[config.mk]
export PLATFORM = sky130hd
export DESIGN_NAME = loadip_stream_reader_flat
export DESIGN_NICKNAME = d
export VERILOG_FILES = /design/src/rtl/loadip_pkg.sv /design/src/rtl/loadip_stream_reader_if.sv /design/src/rtl/loadip_skid_queue.sv /design/src/rtl/loadip_stream_reader.sv /design/src/flat_wrapper.sv
export SDC_FILE = /design/constraint.sdc
export NUM_CORES = 1
export LEC_CHECK = 0
export BUFFER_PORTS_ARGS = -buffer_cell sky130_fd_sc_hd__buf_4
export CAP_MARGIN = 20
export CORE_MARGIN = 2
export CORE_UTILIZATION = 46
export CTS_CLUSTER_SIZE = 16
export DETAILED_ROUTE_END_ITERATION = 6
export GPL_TIMING_DRIVEN = 1
export PLACE_DENSITY = 0.78
export SYNTH_ARGS = -nofsm -noshare
export SYNTH_HDL_FRONTEND = slang
export SYNTH_SLANG_ARGS = --single-unit
[constraint.sdc]
create_clock -name i_clk -period 2.5 [get_ports i_clk]
set_input_delay 0.125 -clock i_clk [delete_from_list [all_inputs] [get_ports i_clk]]
set_output_delay 0.125 -clock i_clk [all_outputs]
set_load 0.01 [all_outputs]
[src/rtl/loadip_pkg.sv]
// Shared types and constants for the load-input ping-pong buffer read side.
package loadip_pkg;

  typedef enum logic [2:0] {
    IDLE       = 3'd0,
    CLAIM      = 3'd1,
    STREAM     = 3'd2,
    RELEASE    = 3'd3,
    DRAIN_WAIT = 3'd4
  } loadip_state_t;

  localparam int LOADIP_RD_LATENCY = 1;
  localparam int LOADIP_QDEPTH     = 2;

  // True when a new strobe still fits: words held after this cycle's pop plus
  // words already requested from the buffer must leave room for one more.
  function automatic logic credit_ok(input logic [1:0] occ,
                                     input logic       pop,
                                     input logic [1:0] inflight);
    logic [2:0] sum;
    sum = {1'b0, occ} + {1'b0, inflight} - {2'b00, pop};
    return sum < 3'(LOADIP_QDEPTH);
  endfunction

endpackage

[src/rtl/loadip_stream_reader_if.sv]
// Valid/ready word stream from the load-input reader to the compute core.
interface loadip_stream_reader_if #(
  parameter int DATA_WIDTH = 8
);
  // A beat transfers on a clock edge where tvalid and tready are both 1.
  // While tvalid=1 and tready=0 the source holds tdata/tlast stable, and it
  // never withdraws tvalid before the beat transfers.
  logic                  tvalid;
  logic                  tready;
  logic [DATA_WIDTH-1:0] tdata;
  logic                  tlast;

  modport master (output tvalid, output tdata, output tlast, input tready);
  modport slave  (input tvalid, input tdata, input tlast, output tready);
endinterface

[src/rtl/loadip_skid_queue.sv]
// Two-entry FIFO holding {last, data} words between the buffer read port and the stream.
module loadip_skid_queue
  import loadip_pkg::*;
#(
  parameter int W = 9
) (
  input  logic         i_clk,
  input  logic         i_rst_n,
  input  logic         i_push,
  input  logic [W-1:0] i_wdata,
  input  logic         i_pop,
  output logic [W-1:0] o_rdata,
  output logic         o_full,
  output logic         o_empty,
  output logic [1:0]   o_count
);

  logic [W-1:0] r_mem [LOADIP_QDEPTH];
  logic         r_head;
  logic [1:0]   r_count;
  logic         w_do_push;
  logic         w_do_pop;
  logic         w_wr_ptr;

  assign o_full    = (r_count == 2'(LOADIP_QDEPTH));
  assign o_empty   = (r_count == 2'd0);
  assign o_count   = r_count;
  assign o_rdata   = r_mem[r_head];
  assign w_do_push = i_push && !o_full;
  assign w_do_pop  = i_pop && !o_empty;
  // Tail slot sits one past the head when a word is already held.
  assign w_wr_ptr  = r_head ^ r_count[0];

  always_ff @(posedge i_clk or negedge i_rst_n) begin
    if (!i_rst_n) begin
      for (int k = 0; k < LOADIP_QDEPTH; k++) r_mem[k] <= '0;
      r_head  <= 1'b0;
      r_count <= 2'd0;
    end else begin
      if (w_do_push) r_mem[w_wr_ptr] <= i_wdata;
      if (w_do_pop) r_head <= ~r_head;
      r_count <= r_count + 2'(w_do_push) - 2'(w_do_pop);
    end
  end

endmodule

[src/rtl/loadip_stream_reader.sv]
// Claims a filled half of the load-input buffer and replays it as a valid/ready stream.
// Optional LOADIP_RD_STATS_EN adds frame and stall counters.
module loadip_stream_reader
  import loadip_pkg::*;
#(
  parameter int DATA_WIDTH = 8,
  parameter int CNT_WIDTH  = 16
) (
  input  logic                  i_clk,
  input  logic                  i_rst_n,
  input  logic                  i_rd_ready,
  output logic                  o_rd_activate,
  input  logic [CNT_WIDTH-1:0]  i_rd_cnt,
  output logic                  o_rstrobe,
  input  logic [DATA_WIDTH-1:0] i_rdata,
  loadip_stream_reader_if.master stream,
  output logic                  o_busy,
  output loadip_state_t         o_dbg_state
`ifdef LOADIP_RD_STATS_EN
  ,
  output logic [31:0]           o_frame_cnt,
  output logic [31:0]           o_stall_cnt
`endif
);

  localparam int QW = DATA_WIDTH + 1;

  loadip_state_t                r_state;
  logic [CNT_WIDTH-1:0]         r_remaining;
  logic [LOADIP_RD_LATENCY-1:0] r_pend;
  logic [LOADIP_RD_LATENCY-1:0] r_pend_last;
  logic                         r_rd_activate;
  logic                         r_busy;

  logic           w_strobe;
  logic           w_strobe_last;
  logic           w_push;
  logic           w_pop;
  logic           w_full;
  logic           w_empty;
  logic           w_done;
  logic [1:0]     w_count;
  logic [1:0]     w_inflight;
  logic [QW-1:0]  w_q_rdata;

  assign w_inflight    = 2'($countones(r_pend));
  assign w_pop         = !w_empty && stream.tready;
  assign w_strobe      = (r_state == STREAM) && (r_remaining != '0)
                         && credit_ok(w_count, w_pop, w_inflight);
  assign w_strobe_last = w_strobe && (r_remaining == CNT_WIDTH'(1));
  assign w_push        = r_pend[LOADIP_RD_LATENCY-1];
  // Nothing left to fetch and the final beat is leaving (or already left).
  assign w_done        = (r_remaining == '0) && (w_inflight == 2'd0)
                         && (w_empty || ((w_count == 2'd1) && w_pop));

  loadip_skid_queue #(.W(QW)) u_queue (
    .i_clk   (i_clk),
    .i_rst_n (i_rst_n),
    .i_push  (w_push),
    .i_wdata ({r_pend_last[LOADIP_RD_LATENCY-1], i_rdata}),
    .i_pop   (w_pop),
    .o_rdata (w_q_rdata),
    .o_full  (w_full),
    .o_empty (w_empty),
    .o_count (w_count)
  );

  always_ff @(posedge i_clk or negedge i_rst_n) begin
    if (!i_rst_n) begin
      r_state       <= IDLE;
      r_remaining   <= '0;
      r_pend        <= '0;
      r_pend_last   <= '0;
      r_rd_activate <= 1'b0;
      r_busy        <= 1'b0;
    end else begin
      r_pend      <= LOADIP_RD_LATENCY'({r_pend, w_strobe});
      r_pend_last <= LOADIP_RD_LATENCY'({r_pend_last, w_strobe_last});
      if (w_strobe) r_remaining <= r_remaining - CNT_WIDTH'(1);
      case (r_state)
        IDLE: begin
          if (i_rd_ready) begin
            r_state       <= CLAIM;
            r_remaining   <= i_rd_cnt;
            r_rd_activate <= 1'b1;
            r_busy        <= 1'b1;
          end
        end
        CLAIM:      r_state <= (r_remaining == '0) ? RELEASE : STREAM;
        STREAM:     if (w_done) r_state <= RELEASE;
        RELEASE: begin
          r_state       <= DRAIN_WAIT;
          r_rd_activate <= 1'b0;
        end
        // Wait for the buffer to withdraw this half so it is never claimed twice.
        DRAIN_WAIT: begin
          if (!i_rd_ready) begin
            r_state <= IDLE;
            r_busy  <= 1'b0;
          end
        end
        default: begin
          r_state       <= IDLE;
          r_rd_activate <= 1'b0;
          r_busy        <= 1'b0;
        end
      endcase
    end
  end

  assign o_rd_activate = r_rd_activate;
  assign o_rstrobe     = w_strobe;
  assign o_busy        = r_busy;
  assign o_dbg_state   = r_state;
  assign stream.tvalid = !w_empty;
  assign stream.tdata  = w_q_rdata[DATA_WIDTH-1:0];
  assign stream.tlast  = w_q_rdata[DATA_WIDTH];

  a_no_overflow: assert property (@(posedge i_clk) disable iff (!i_rst_n)
    !(w_push && w_full));
  a_no_underflow: assert property (@(posedge i_clk) disable iff (!i_rst_n)
    !(w_pop && w_empty));

`ifdef LOADIP_RD_STATS_EN
  logic [31:0] r_frame_cnt;
  logic [31:0] r_stall_cnt;

  always_ff @(posedge i_clk or negedge i_rst_n) begin
    if (!i_rst_n) begin
      r_frame_cnt <= '0;
      r_stall_cnt <= '0;
    end else begin
      if (w_pop && stream.tlast && (r_frame_cnt != '1)) r_frame_cnt <= r_frame_cnt + 32'd1;
      if (!w_empty && !stream.tready && (r_stall_cnt != '1)) r_stall_cnt <= r_stall_cnt + 32'd1;
    end
  end

  assign o_frame_cnt = r_frame_cnt;
  assign o_stall_cnt = r_stall_cnt;
`endif

endmodule

[src/flat_wrapper.sv]
// flat-port wrapper written by rule: the top's interface ports become plain ports
module loadip_stream_reader_flat import loadip_pkg::*;
#(
  parameter int DATA_WIDTH = 8,
  parameter int CNT_WIDTH  = 16
)
  (i_clk, i_rst_n, i_rd_ready, o_rd_activate, i_rd_cnt, o_rstrobe, i_rdata, o_busy, o_dbg_state, stream_tvalid, stream_tdata, stream_tlast, stream_tready);
  loadip_stream_reader_if #(.DATA_WIDTH(DATA_WIDTH)) stream_i ();
  input  logic i_clk;
  input  logic i_rst_n;
  input  logic i_rd_ready;
  output logic o_rd_activate;
  input  logic [CNT_WIDTH-1:0] i_rd_cnt;
  output logic o_rstrobe;
  input  logic [DATA_WIDTH-1:0] i_rdata;
  output logic o_busy;
  output loadip_state_t o_dbg_state;
  output wire logic [$bits(stream_i.tvalid)-1:0] stream_tvalid;
  output wire logic [$bits(stream_i.tdata)-1:0] stream_tdata;
  output wire logic [$bits(stream_i.tlast)-1:0] stream_tlast;
  input wire logic [$bits(stream_i.tready)-1:0] stream_tready;
  assign stream_tvalid = stream_i.tvalid;
  assign stream_tdata = stream_i.tdata;
  assign stream_tlast = stream_i.tlast;
  assign stream_i.tready = stream_tready;
  loadip_stream_reader #(.DATA_WIDTH(DATA_WIDTH), .CNT_WIDTH(CNT_WIDTH)) u_core (.i_clk(i_clk), .i_rst_n(i_rst_n), .i_rd_ready(i_rd_ready), .o_rd_activate(o_rd_activate), .i_rd_cnt(i_rd_cnt), .o_rstrobe(o_rstrobe), .i_rdata(i_rdata), .stream(stream_i), .o_busy(o_busy), .o_dbg_state(o_dbg_state));
endmodule
==> metrics.md, run 1 <==
| Metric | Value |
|---|---|
| Max stage delay on crit path | 490 ps |
| Syn Area/Cell | 10.8 um2 |
| Critical path, cell by cell | inv_2, nand2_2, and2_4, ha_4, nand2b_4, fa_1, and4bb_2, nand4b_1, buf_4, nor4b_4, xnor2_1, o21ai_1 |
| Remaining DRCs | 0 |
| Fill cells | 363 |
| Post-synth top flop | dfrtp_1 |
| Outcome | finished, violations left |
| Final setup margin | -186 ps |
| Seq. cell area | 1100 um2 |
| Worst R2R Setup Slack | -190 ps |
| Final net count | about 320 |
| Yosys warns | 0 |
| Commonest non-fill, non-tap cell in the layout | buf_4 |
| Port Buffers | 43 |
| Hold Path Class | primary input to flip-flop |
| TritonCTS Buffers | 5 |
| Critical Path Source Type | flip-flop |
| # Max-Cap Violations | 0 |
| Power Density | 1200 nW/um2 |
| Routed vias/inst | roughly 5.2 |
| Worst slew pin tran | around 540 ps |
| Clk root buf | clkbuf_8 |
| 1st-pass router iterations | 4 |
| CP endpoint kind | flip-flop |
| Fin cells | 348 |
| Dpl hpwl | 3370 um |
| Post-layout util | 66.9% |
| Initial antenna violation count | 0 |
| Max Clk Rate | between 300 and 400 MHz |
| Peak supply drop | 0.476 mV |
| Synthesized flop and latch total | between 40 and 50 |
| # setup viols final | 16 |
| Setup CP Type | flip-flop to flip-flop |
| Pre-CTS WS | -178 ps |
| Global-route wire length before repair | 8450 um |
| Syn_nets | about 250 |
| Placed instance count | 328 |
| Worst hold slack | 19.9 ps |
| Crit path time final | 2690 ps |
| H-tree levels | 2 |
| Mapped Cells | 216 |
| Multi-input gate area in the final layout | ~1400 um2 |
| Largest net degree at the start of global routing | 45 |
| Final ANT Viol Nets | 0 |
| Routability Congestion | a little over 0.8 |
| DIE AREA | 5640 um2 |
| Core area | ~4800 um2 |
| Total Routing Usage GR | 20.2% |
| CP Data Arrival Time | 2870 ps |
| Fin. Hold Viols | 0 |
| Slowest cell on crit path | fa_1 |
| Total power | around 3.8 mW |
| WL/cell | about 15 um |
| CTS max path bufs | 2 |
| Rel. slew slack | between 60% and 70% |
| Initial DRC count | 121 |
| Post-synth ARST share | 100% |
| Unique cell type count in the Yosys netlist | 41 |
| TritonCTS clock tree | done |
| Max-slew violations | 0 |
| Area Overhead vs Synth | 37.6% |
| Failing checks | setup timing |
| Drt total wl | between 5000 and 6000 um |
| Sequential share of the synthesized area | between 40% and 50% |
| Worst Skew | 4.31 ps |
| Critical Path RT | 2690 ps |
| Row count | 25 |
| Clock Latency Late Sink | roughly 300 ps |
| Clock slew at reported path FFs | 90 ps |
| Die Height | 75.1 um |
| Vias | 1796 |
| Number of global-route vias before repair | between 1500 and 2000 |
| Die X | 75.1 um |
| Commonest non-fill, non-tap cells in the layout | buf_4 (61), dfrtp_1 (43), mux2_2 (27), nand2_1 (21), xnor2_1 (15) |
| Leak pwr | 1.35 nW |
| IO Count | 44 |
| GRT overflow | 0 |
| RSZ-0062 raised after global routing | true |
| Final worst-path cycle share | 107% |
| Crit Path Max Fanout | 4 |
| N_diodes | 0 |
| Starting Density | 48.6% |
| Layout cells sized above 1 | 48.0% |
| Post-Syn Area | 2330 um2 |
| Post-synth EDFFs | 0 |
| Num Clock Sinks | 44 |
[worst max-delay path, delay by kind of cell, from the launching register on]
family          cells  cell delay (ps)
xor+xnor            1              150
compound gates      1               80
flops               1              420
buf+inv             2              230
simple gates        6             1000
fa+ha+maj           2              690
[cells by family after synthesis]
kind of cell               share of synthesized area [%]
DFF                                                 47.3
muxes                                               13.1
buffers and inverters                               2.96
adders and majority gates                           4.09
AOI/OAI and AO/OA                                   6.99
xor gates and xnor gates                            6.78
and+or+nand+nor                                     18.8
[cell type report]
type | count | area share (%)
Clock buffer | 5 | 2.15
Clock inverter | 3 | 1.45
Inverter | 8 | 0.938
Multi-Input combinational cell | 156 | 42.7
Sequential cell | 44 | 34.4
Tap cell | 67 | 2.62
Timing Repair Buffer | 65 | 15.7
[registers in the layout, indices dropped and copies added, names as in the netlist]
register and count:
u_core.o_busy 1, u_core.r_pend 1, u_core.u_queue.r_mem 18, u_core.o_dbg_state 3, u_core.o_rd_activate 1, u_core.u_queue.r_head 1
u_core.u_queue.o_count 2, u_core.r_remaining 16, u_core.r_pend_last 1
[report_power, final]
group          switching [mW]  internal, mW  total [mW]
Combinational           0.879          1.04        1.92
Sequential              0.326          1.03        1.36
Clock                   0.261         0.301       0.562
Total                    1.47          2.37        3.84
[Yosys cell counts (2+ instances only)]
cell / instances / area (um2)
o21ai_0: 12 / 60.1
or4_4: 2 / 22.5
or4_1: 2 / 15.0
xnor2_1: 17 / 149
inv_1: 8 / 30.0
dfrtp_1: 44 / 1100
or4b_1: 2 / 20.0
nand2b_1: 4 / 25.0
ha_1: 6 / 75.1
nor2_1: 9 / 33.8
nand2_1: 23 / 86.3
clkbuf_1: 6 / 22.5
nor3_1: 10 / 50.1
o211ai_1: 2 / 15.0
nor4_1: 7 / 43.8
o21ai_1: 4 / 20.0
or3_1: 2 / 12.5
mux2_2: 27 / 304
nand3_1: 4 / 20.0
a21oi_1: 4 / 20.0
[stage by stage]
step | cell area (um2) | TNS (ps)
final | 3200 | -1740
after detailed placement | 2830 | -1210
after CTS | 3130 | -1500
after global routing | 3200 | -4200
after global placement | 2830 | -657
after floorplan | 2380 | -769
[worst paths after layout]
kind	startpoint	to	depth (start not counted)
min in group asynchronous	i_rst_n	u_core.u_queue.r_mem[15]	2
worst min register to register	u_core.u_queue.r_mem[3]	u_core.u_queue.r_mem[3]	1
worst min-delay path	i_rd_cnt[9]	u_core.r_remaining[9]	3
max in group asynchronous	i_rst_n	u_core.u_queue.o_count[1]	2
worst max-delay path	u_core.u_queue.o_count[1]	u_core.r_remaining[13]	12
worst max register to register	u_core.u_queue.o_count[1]	u_core.r_remaining[13]	12
[per-layer routing]
layer  global-route usage (%)  up-vias  routed length (um)
li1                         -      886                   -
met2                     34.6       41                2710
met4                     8.13        0                  98
met1                     24.6      861                2140
met5                        0        -                   0
met3                     4.69        8                 221
[repair_timing]
action	in CTS	in global routing
setup buffers	6	5
setup endpoints to repair	12	18
hold buffers	1	0
endpoints found under the hold margin	44	0
resized for setup	26	6
pin swaps	9	8
No activity file was read; power rests on OpenSTA's default activity.
==> inputs of run 2 (changes only) <==
--- a/config.mk
+++ b/config.mk
@@ -12,7 +12,7 @@
 export CTS_CLUSTER_SIZE = 16
 export DETAILED_ROUTE_END_ITERATION = 6
 export GPL_TIMING_DRIVEN = 1
-export PLACE_DENSITY = 0.78
+export PLACE_DENSITY_LB_ADDON = 0.3
 export SYNTH_ARGS = -nofsm -noshare
 export SYNTH_HDL_FRONTEND = slang
 export SYNTH_SLANG_ARGS = --single-unit
==> run 2 against run 1 <==
Net effect:
- the run still ends with setup timing left
- die area did not move
- sequential share of layout area fell by 0.12 points
- critical endpoint is now o_rstrobe
- routed wire length decreased by 2.0%
- largest cell class unchanged
- core utilization rose by 0.24 points
- clock power is essentially flat
- first-iteration DRC count fell by 42%
- sequential power hardly changed
==> metrics.md, run 2 (same netlist as run 1, synthesis figures left out) <==
| Metric | Value |
|---|---|
| Outcome | finished, violations left |
| Failing checks | setup timing |
| 1st-pass router iterations | 4 (unchanged) |
| Vias | 1812 (+0.89%) |
| Worst hold slack | 25.5 ps (+5.56 ps) |
| DIE AREA | 5640 um2 (unchanged) |
| Worst slew pin tran | 551 ps (+6.00 ps) |
| Critical Path RT | 2380 ps (-310 ps) |
| GRT met1 Usage | 23.3% (-1.3 points) |
| Fill cells | 352 (-3.0%) |
| # Max-Cap Violations | 0 (unchanged) |
| TritonCTS clock tree | done |
| Seq. cell area | 1100 um2 (unchanged) |
| Remaining DRCs | 0 (unchanged) |
| Leak pwr | 1.34 nW (-0.69%) |
| Port Buffers | 43 (unchanged) |
| Peak supply drop | 0.538 mV (+13%) |
| Final ANT Viol Nets | 0 (unchanged) |
| Max Clk Rate | 375 MHz (+0.65%) |
| CTS max path bufs | 2 (unchanged) |
| GRT overflow | 0 (unchanged) |
| Critical Path Source Type | flip-flop |
| Die Height | 75.1 um (unchanged) |
| WL/cell | 14.7 um (-1.4%) |
| Hold Path Class | primary input to flip-flop |
| Hold-critical path depth | 3 (unchanged) |
| Total Routing Usage GR | 18.5% (-1.7 points) |
| Routed vias/inst | 5.24 (+1.5%) |
| Clk root buf | clkbuf_8 |
| Initial antenna violation count | 0 (unchanged) |
| Crit path time final | 2670 ps (-17.4 ps) |
| Rel. slew slack | 63.3% (-0.40 points) |
| H-tree levels | 2 (unchanged) |
| Sw Share | 38.4% (+0.25 points) |
| Clock Latency Late Sink | 300 ps (about the same) |
| Sequential power share | 35.4% (about the same) |
| Crit path from | u_core.u_queue.o_count[0] |
| Largest net degree at the start of global routing | 45 (unchanged) |
| Core area | 4790 um2 (unchanged) |
| Global-route wire length before repair | 7800 um (-7.6%) |
| Die X | 75.1 um (unchanged) |
| Crit Path Max Fanout | 3 (-1) |
| RSZ-0062 raised after global routing | true |
| TritonCTS Buffers | 5 (unchanged) |
| N_diodes | 0 (unchanged) |
| Clock Power Share | 14.6% (about the same) |
| Placed instance count | 328 (unchanged) |
| Commonest non-fill, non-tap cells in the layout | buf_4 (57), dfrtp_1 (43), mux2_2 (27), nand2_1 (21), xnor2_1 (15) |
| Layout cells sized above 1 | 47.7% (-0.37 points) |
| Worst Skew | 6.50 ps (+2.20 ps) |
| Max FFs per register | 18 (unchanged) |
| Total power | 3.84 mW (-0.11%) |
| M3 GR Usage | 4.95% (+0.27 points) |
| Dpl hpwl | 3310 um (-1.9%) |
| GR peak layer | met2 |
| Worst R2R Start | u_core.u_queue.o_count[0] |
| NetSw | 1.47 mW (+0.55%) |
| Final worst-path cycle share | 107% (-0.70 points) |
| Commonest non-fill, non-tap cell in the layout | buf_4 |
| Num Clock Sinks | 44 (unchanged) |
| Routability Congestion | 0.830 (+2.4%) |
| Setup CP Type | flip-flop to primary output |
| Power Density | 1190 nW/um2 (-0.46%) |
| Final net count | 313 (-0.63%) |
| Setup TNS | -1550 ps (+190 ps) |
| Worst Min Path Start | i_rd_cnt[2] |
| Max-slew violations | 0 (unchanged) |
| Number of global-route vias before repair | 1759 (-3.4%) |
| Area Overhead vs Synth | 38.1% |
| Row count | 25 (unchanged) |
| Largest Register | u_core.u_queue.r_mem |
| Fin cells | 346 (-0.57%) |
| Final setup margin | -168 ps (+17.4 ps) |
| Drt total wl | 5070 um (-2.0%) |
| R2R depth | 12 (unchanged) |
| Fin. Hold Viols | 0 (unchanged) |
| CP endpoint kind | primary output |
| IO Count | 44 (unchanged) |
| Multi-input gate area in the final layout | 1390 um2 (+1.4%) |
| Initial DRC count | 70 (-42%) |
| Post-layout util | 67.1% (+0.24 points) |
| # setup viols final | 16 (unchanged) |
| Pint | 2.36 mW (-0.51%) |
| CP Data Arrival Time | 2540 ps (-330 ps) |
| Starting Density | 48.6% (unchanged) |
| Met2 usage | 30.5% (-4.1 points) |
| Clock slew at reported path FFs | 80 ps (about the same) |
| Comb pwr share | 50.1% (about the same) |
==> run 2: final cells by class <==
class	instances	share of cell area (%)
multi-input cells	156	43.2
flip-flops and latches	44	34.3
repair buffers	63	15.4
well taps	67	2.61
clock buffers	5	2.14
clock inverters	3	1.44
inverters	8	0.935
==> run 2: through the flow <==
stage / worst slack, ps / instance area (um2)
floorplan: -127 / 2380
global placement: -113 / 2830
global route: -298 / 3210
finish: -168 / 3210
detailed placement: -263 / 2830
CTS: -157 / 3090
==> run 2: layer usage <==
| layer | wire [um] | part of all wire, % |
|---|---|---|
| met1 | 2150 | 42 |
| met2 | 2570 | 51 |
| met3 | 214 | 4.2 |
| met4 | 129 | 2.5 |
| met5 | 0 | 0 |
==> run 2: worst max-delay path: stages, from the launching register on <==
cell      delay, ps
dfrtp_1         390
inv_2            60
nand2_2          50
and2_4          140
ha_4            220
nand2b_4        130
fa_1            480
and4bb_2        290
nand2_2          70
or2_4           250
inv_2            70
buf_6            90
==> run 2: power by group through the flow <==
stage | combinational [mW] | sequential [mW] | clock (mW)
2_1_floorplan | 1.12 | 1.27 | 0
3_5_place_dp | 1.62 | 1.34 | 0
6_report | 1.92 | 1.36 | 0.559
5_1_grt | 2.10 | 1.40 | 0.602
3_3_place_gp | 1.58 | 1.33 | 0
4_1_cts | 1.77 | 1.33 | 0.575
==> run 2: path summary, 6_finish.rpt <==
check	slack, ps	endpoint
setup reg to reg	-160	u_core.r_remaining[15]
min in group asynchronous	350	u_core.o_dbg_state[2]
setup / recovery	-170	o_rstrobe
hold reg to reg	510	u_core.u_queue.r_mem[13]
max in group asynchronous	1750	u_core.u_queue.o_count[1]
hold / removal	30	u_core.r_remaining[2]
==> run 2: what timing repair did <==
item,in CTS,in global routing
pin swaps,3,11
endpoints found under the hold margin,44,0
setup buffers,6,3
gates resized for setup,15,19
hold buffers,1,0
endpoints found under the setup margin,15,18
==> inputs of run 3 (changes only) <==
--- a/config.mk
+++ b/config.mk
@@ -15,4 +15,5 @@
 export PLACE_DENSITY_LB_ADDON = 0.3
 export SYNTH_ARGS = -nofsm -noshare
 export SYNTH_HDL_FRONTEND = slang
+export SYNTH_HIERARCHICAL = 1
 export SYNTH_SLANG_ARGS = --single-unit
==> run 3 against run 2 <==
Net effect:
- the run still ends with setup timing left
- clock power down 3.6%
- hold slack better by 10 ps
- maximum frequency down 5.6%
- setup slack worse by 160 ps
- routed wire length up 37%
- synthesized area up 16%
- total power up 6.0%
- via count up 44%
==> metrics.md, run 3 <==
| Metric | Value |
|---|---|
| Global-route wire length before repair | 11400 um (+47%) |
| Setup TNS | -3610 ps (-2050 ps) |
| Clk root buf | clkbuf_8 |
| Area contributors post-synth | dfrtp_1 (41%), a211oi_1 (5.0%), nor3_1 (4.4%) |
| Failing checks | setup timing |
| Clock slew at reported path FFs | 90 ps (about the same) |
| R2R depth | 11 (-1) |
| Num Clock Sinks | 44 (unchanged) |
| Vias | 2611 (+44%) |
| Setup CP Type | flip-flop to flip-flop |
| CTS max path bufs | 2 (unchanged) |
| Post-synth top area cell | dfrtp_1 |
| Final setup margin | -326 ps (-158 ps) |
| Area Overhead vs Synth | 28.1% |
| DIE AREA | 6500 um2 (+15%) |
| Starting Density | 48.5% (-0.14 points) |
| 1st-pass router iterations | 4 (unchanged) |
| NetSw | 1.73 mW (+18%) |
| Hold-critical path depth | 2 (-1) |
| Top-count cell post-synth | dfrtp_1 |
| Sequential power share | 32.4% (-3.0 points) |
| Post-synth top flop | dfrtp_1 |
| Finished Cell Area | 3460 um2 (+7.7%) |
| Post-synth EDFFs | 0 (unchanged) |
| Pint | 2.33 mW (-1.2%) |
| Critical Path Source Type | flip-flop |
| Area share of the largest cell type after synthesis | 40.8% (-6.6 points) |
| Drt total wl | 6970 um (+37%) |
| Unique cell type count in the Yosys netlist | 53 (+29%) |
| Syn_nets | 328 (+31%) |
| IO Count | 44 (unchanged) |
| Post-Syn Area | 2700 um2 (+16%) |
| Crit path time final | 2830 ps (+158 ps) |
| WHS Endpoint | u_core/r_remaining[3] |
| TritonCTS clock tree | done |
| Initial DRC count | 159 (+130%) |
| CP Data Arrival Time | 3040 ps (+500 ps) |
| Hold Path Class | primary input to flip-flop |
| Remaining DRCs | 0 (unchanged) |
| Worst Skew | 7.96 ps (+1.46 ps) |
| Pre-CTS WS | -351 ps (-87.9 ps) |
| Crit Path Max Fanout | 9 (+6) |
| Commonest non-fill, non-tap cells in the layout | buf_4 (66), dfrtp_1 (42), nor3_1 (23), a21oi_1 (20), a211oi_1 (18) |
| Max Clk Rate | 354 MHz (-5.6%) |
| Commonest cells in the netlist | dfrtp_1 (44), nor3_1 (24), a21oi_1 (20), a211oi_1 (18), o22ai_1 (17) |
| Port Buffers | 43 (unchanged) |
| Initial antenna violation count | 0 (unchanged) |
| Largest Register | u_core/u_queue/r_mem |
| Sequential share of the synthesized area | 40.8% (-6.6 points) |
| Worst R2R Setup Slack | -330 ps (-170 ps) |
| Worst R2R Start | u_core/u_queue/o_count[1] |
| Critical Path RT | 2720 ps (+340 ps) |
| CP endpoint kind | flip-flop |
| # Max-Cap Violations | 0 (unchanged) |
| Core area | 5570 um2 (+16%) |
| Comb pwr share | 54.3% (+4.2 points) |
| Commonest non-fill, non-tap cell in the layout | buf_4 |
| Max FFs per register | 18 (unchanged) |
| RSZ-0062 raised after global routing | true |
| Mapped Cells | 293 (+36%) |
| Largest net degree at the start of global routing | 45 (unchanged) |
| Rel. slew slack | 52.7% (-11 points) |
| Max-slew violations | 0 (unchanged) |
| Syn Area/Cell | 9.22 um2 (-14%) |
| Total Routing Usage GR | 22.7% (+4.2 points) |
| Synthesized flop and latch total | 44 (unchanged) |
| FF-to-FF End | u_core/r_remaining[15] |
| Peak supply drop | 0.594 mV (+11%) |
| Row count | 27 (+8.0%) |
| Sw Share | 42.6% (+4.2 points) |
| Layout cells sized above 1 | 28.5% (-19 points) |
| N_diodes | 0 (unchanged) |
| Clock Power Share | 13.3% (-1.3 points) |
| Routability Congestion | 0.764 (-8.0%) |
| Number of global-route vias before repair | 2472 (+41%) |
| Outcome | finished, violations left |
| WL/cell | 16.3 um (+11%) |
| # setup viols final | 18 (+2) |
| Post-synth ARST share | 100% (unchanged) |
| H-tree levels | 2 (unchanged) |
| Final worst-path cycle share | 113% (+6.3 points) |
| DP Area | 3210 um2 (+13%) |
| Power Density | 1180 nW/um2 (-1.6%) |
| Clock Latency Late Sink | 300 ps (about the same) |
| Yosys warns | 6 (+6) |
| GRT overflow | 0 (unchanged) |
| Fin. Hold Viols | 0 (unchanged) |
| TritonCTS Buffers | 5 (unchanged) |
| Final net count | 389 (+24%) |
| Die Height | 80.6 um (+7.3%) |
| Worst Min Path Start | i_rd_cnt[3] |
| Final ANT Viol Nets | 0 (unchanged) |
| Post-layout util | 62.1% (-5.0 points) |
| Dpl hpwl | 4610 um (+40%) |
| Routed vias/inst | 6.11 (+17%) |
| Leak pwr | 1.47 nW (+9.9%) |
| Worst slew pin tran | 710 ps (+159 ps) |
| Die X | 80.6 um (+7.3%) |
-- run 3: changes by cell type after synthesis, moves of 13 or more --
| cell | change |
|---|---|
| a211oi_1 | +17 |
| a21oi_1 | +16 |
| mux2_2 | -27 |
| nor3_1 | +14 |
| o22ai_1 | +16 |
| xnor2_1 | -13 |
-- run 3: worst max path at each step --
| stage | start | end | slack, ps | cells after the start |
|---|---|---|---|---|
| final | u_core/u_queue/o_count[1] | u_core/r_remaining[15] | -330 | 11 |
| after global routing | u_core/u_queue/o_count[1] | u_core/r_remaining[15] | -450 | 11 |
| after CTS | u_core/u_queue/o_count[1] | u_core/r_remaining[15] | -330 | 11 |
| after detailed placement | u_core/u_queue/o_count[0] | u_core/r_remaining[15] | -350 | 11 |
| after global placement | u_core/u_queue/o_count[0] | u_core/r_remaining[14] | -280 | 11 |
| after floorplan | u_core/u_queue/o_count[1] | u_core/r_remaining[14] | -260 | 10 |
-- run 3: critical path: stages, from the launching register on --
cell      delay [ps]
dfrtp_2          430
nor2_4           120
nor2b_2           60
ha_1             270
nand2b_4         140
fa_1             480
nor4bb_4         180
buf_4            160
nand4_1           90
buf_6            170
or4_4            470
a31oi_1          170
-- run 3: final cells by class --
class / instances / area, um2
Clock buffer: 6 / 72.6
Clock inverter: 2 / 35.0
Fill cell: 494 / 2110
Inverter: 10 / 37.5
Multi-Input combinational cell: 220 / 1550
Sequential cell: 44 / 1100
Tap cell: 72 / 90.1
Timing Repair Buffer: 73 / 573
-- run 3: layer usage --
metal | vias up | track usage (%) | share of wire [%]
li1 | 1250 | - | -
met1 | 1267 | 28.5 | 43
met2 | 75 | 37.4 | 50
met3 | 19 | 4.83 | 4.8
met4 | 0 | 9.83 | 2.4
met5 | - | 0 | 0
-- run 3: kinds of logic (layout without fill, tap and decap cells) --
| family | count (synthesis) | count (layout) | share of synthesized area, % |
|---|---|---|---|
| AO/OA/AOI/OAI | 90 | 90 | 22.1 |
| XOR/XNOR | 5 | 5 | 1.62 |
| adder cells (fa/ha/maj) | 8 | 8 | 3.89 |
| buffers and inverters | 29 | 91 | 5.00 |
| flip-flops | 44 | 44 | 40.8 |
| multiplexers | 9 | 9 | 3.75 |
| AND/OR/NAND/NOR | 108 | 108 | 22.8 |
-- run 3: repair_timing --
| action | in CTS | in global routing |
|---|---|---|
| setup endpoints to repair | 18 | 19 |
| hold buffers | 1 | 0 |
| endpoints found under the hold margin | 44 | 0 |
| gates resized for setup | 6 | 15 |
| pin swaps | 4 | 5 |
| buffers inserted | 3 | 3 |
-- run 3: through the flow --
stage	hold slack, ps	total power [mW]	instances
floorplan	-171	2.63	293
global placement	155	3.24	412
detailed placement	164	3.30	412
CTS	21.4	3.93	424
global route	38.7	4.37	427
finish	35.7	4.07	427
-- run 3: power groups by stage --
| stage | clock [mW] | combinational (mW) | sequential (mW) |
|---|---|---|---|
| after floorplan | 0 | 1.39 | 1.24 |
| after global placement | 0 | 1.94 | 1.29 |
| after detailed placement | 0 | 1.99 | 1.31 |
| after CTS | 0.561 | 2.08 | 1.30 |
| after global routing | 0.592 | 2.42 | 1.36 |
| final | 0.539 | 2.21 | 1.32 |
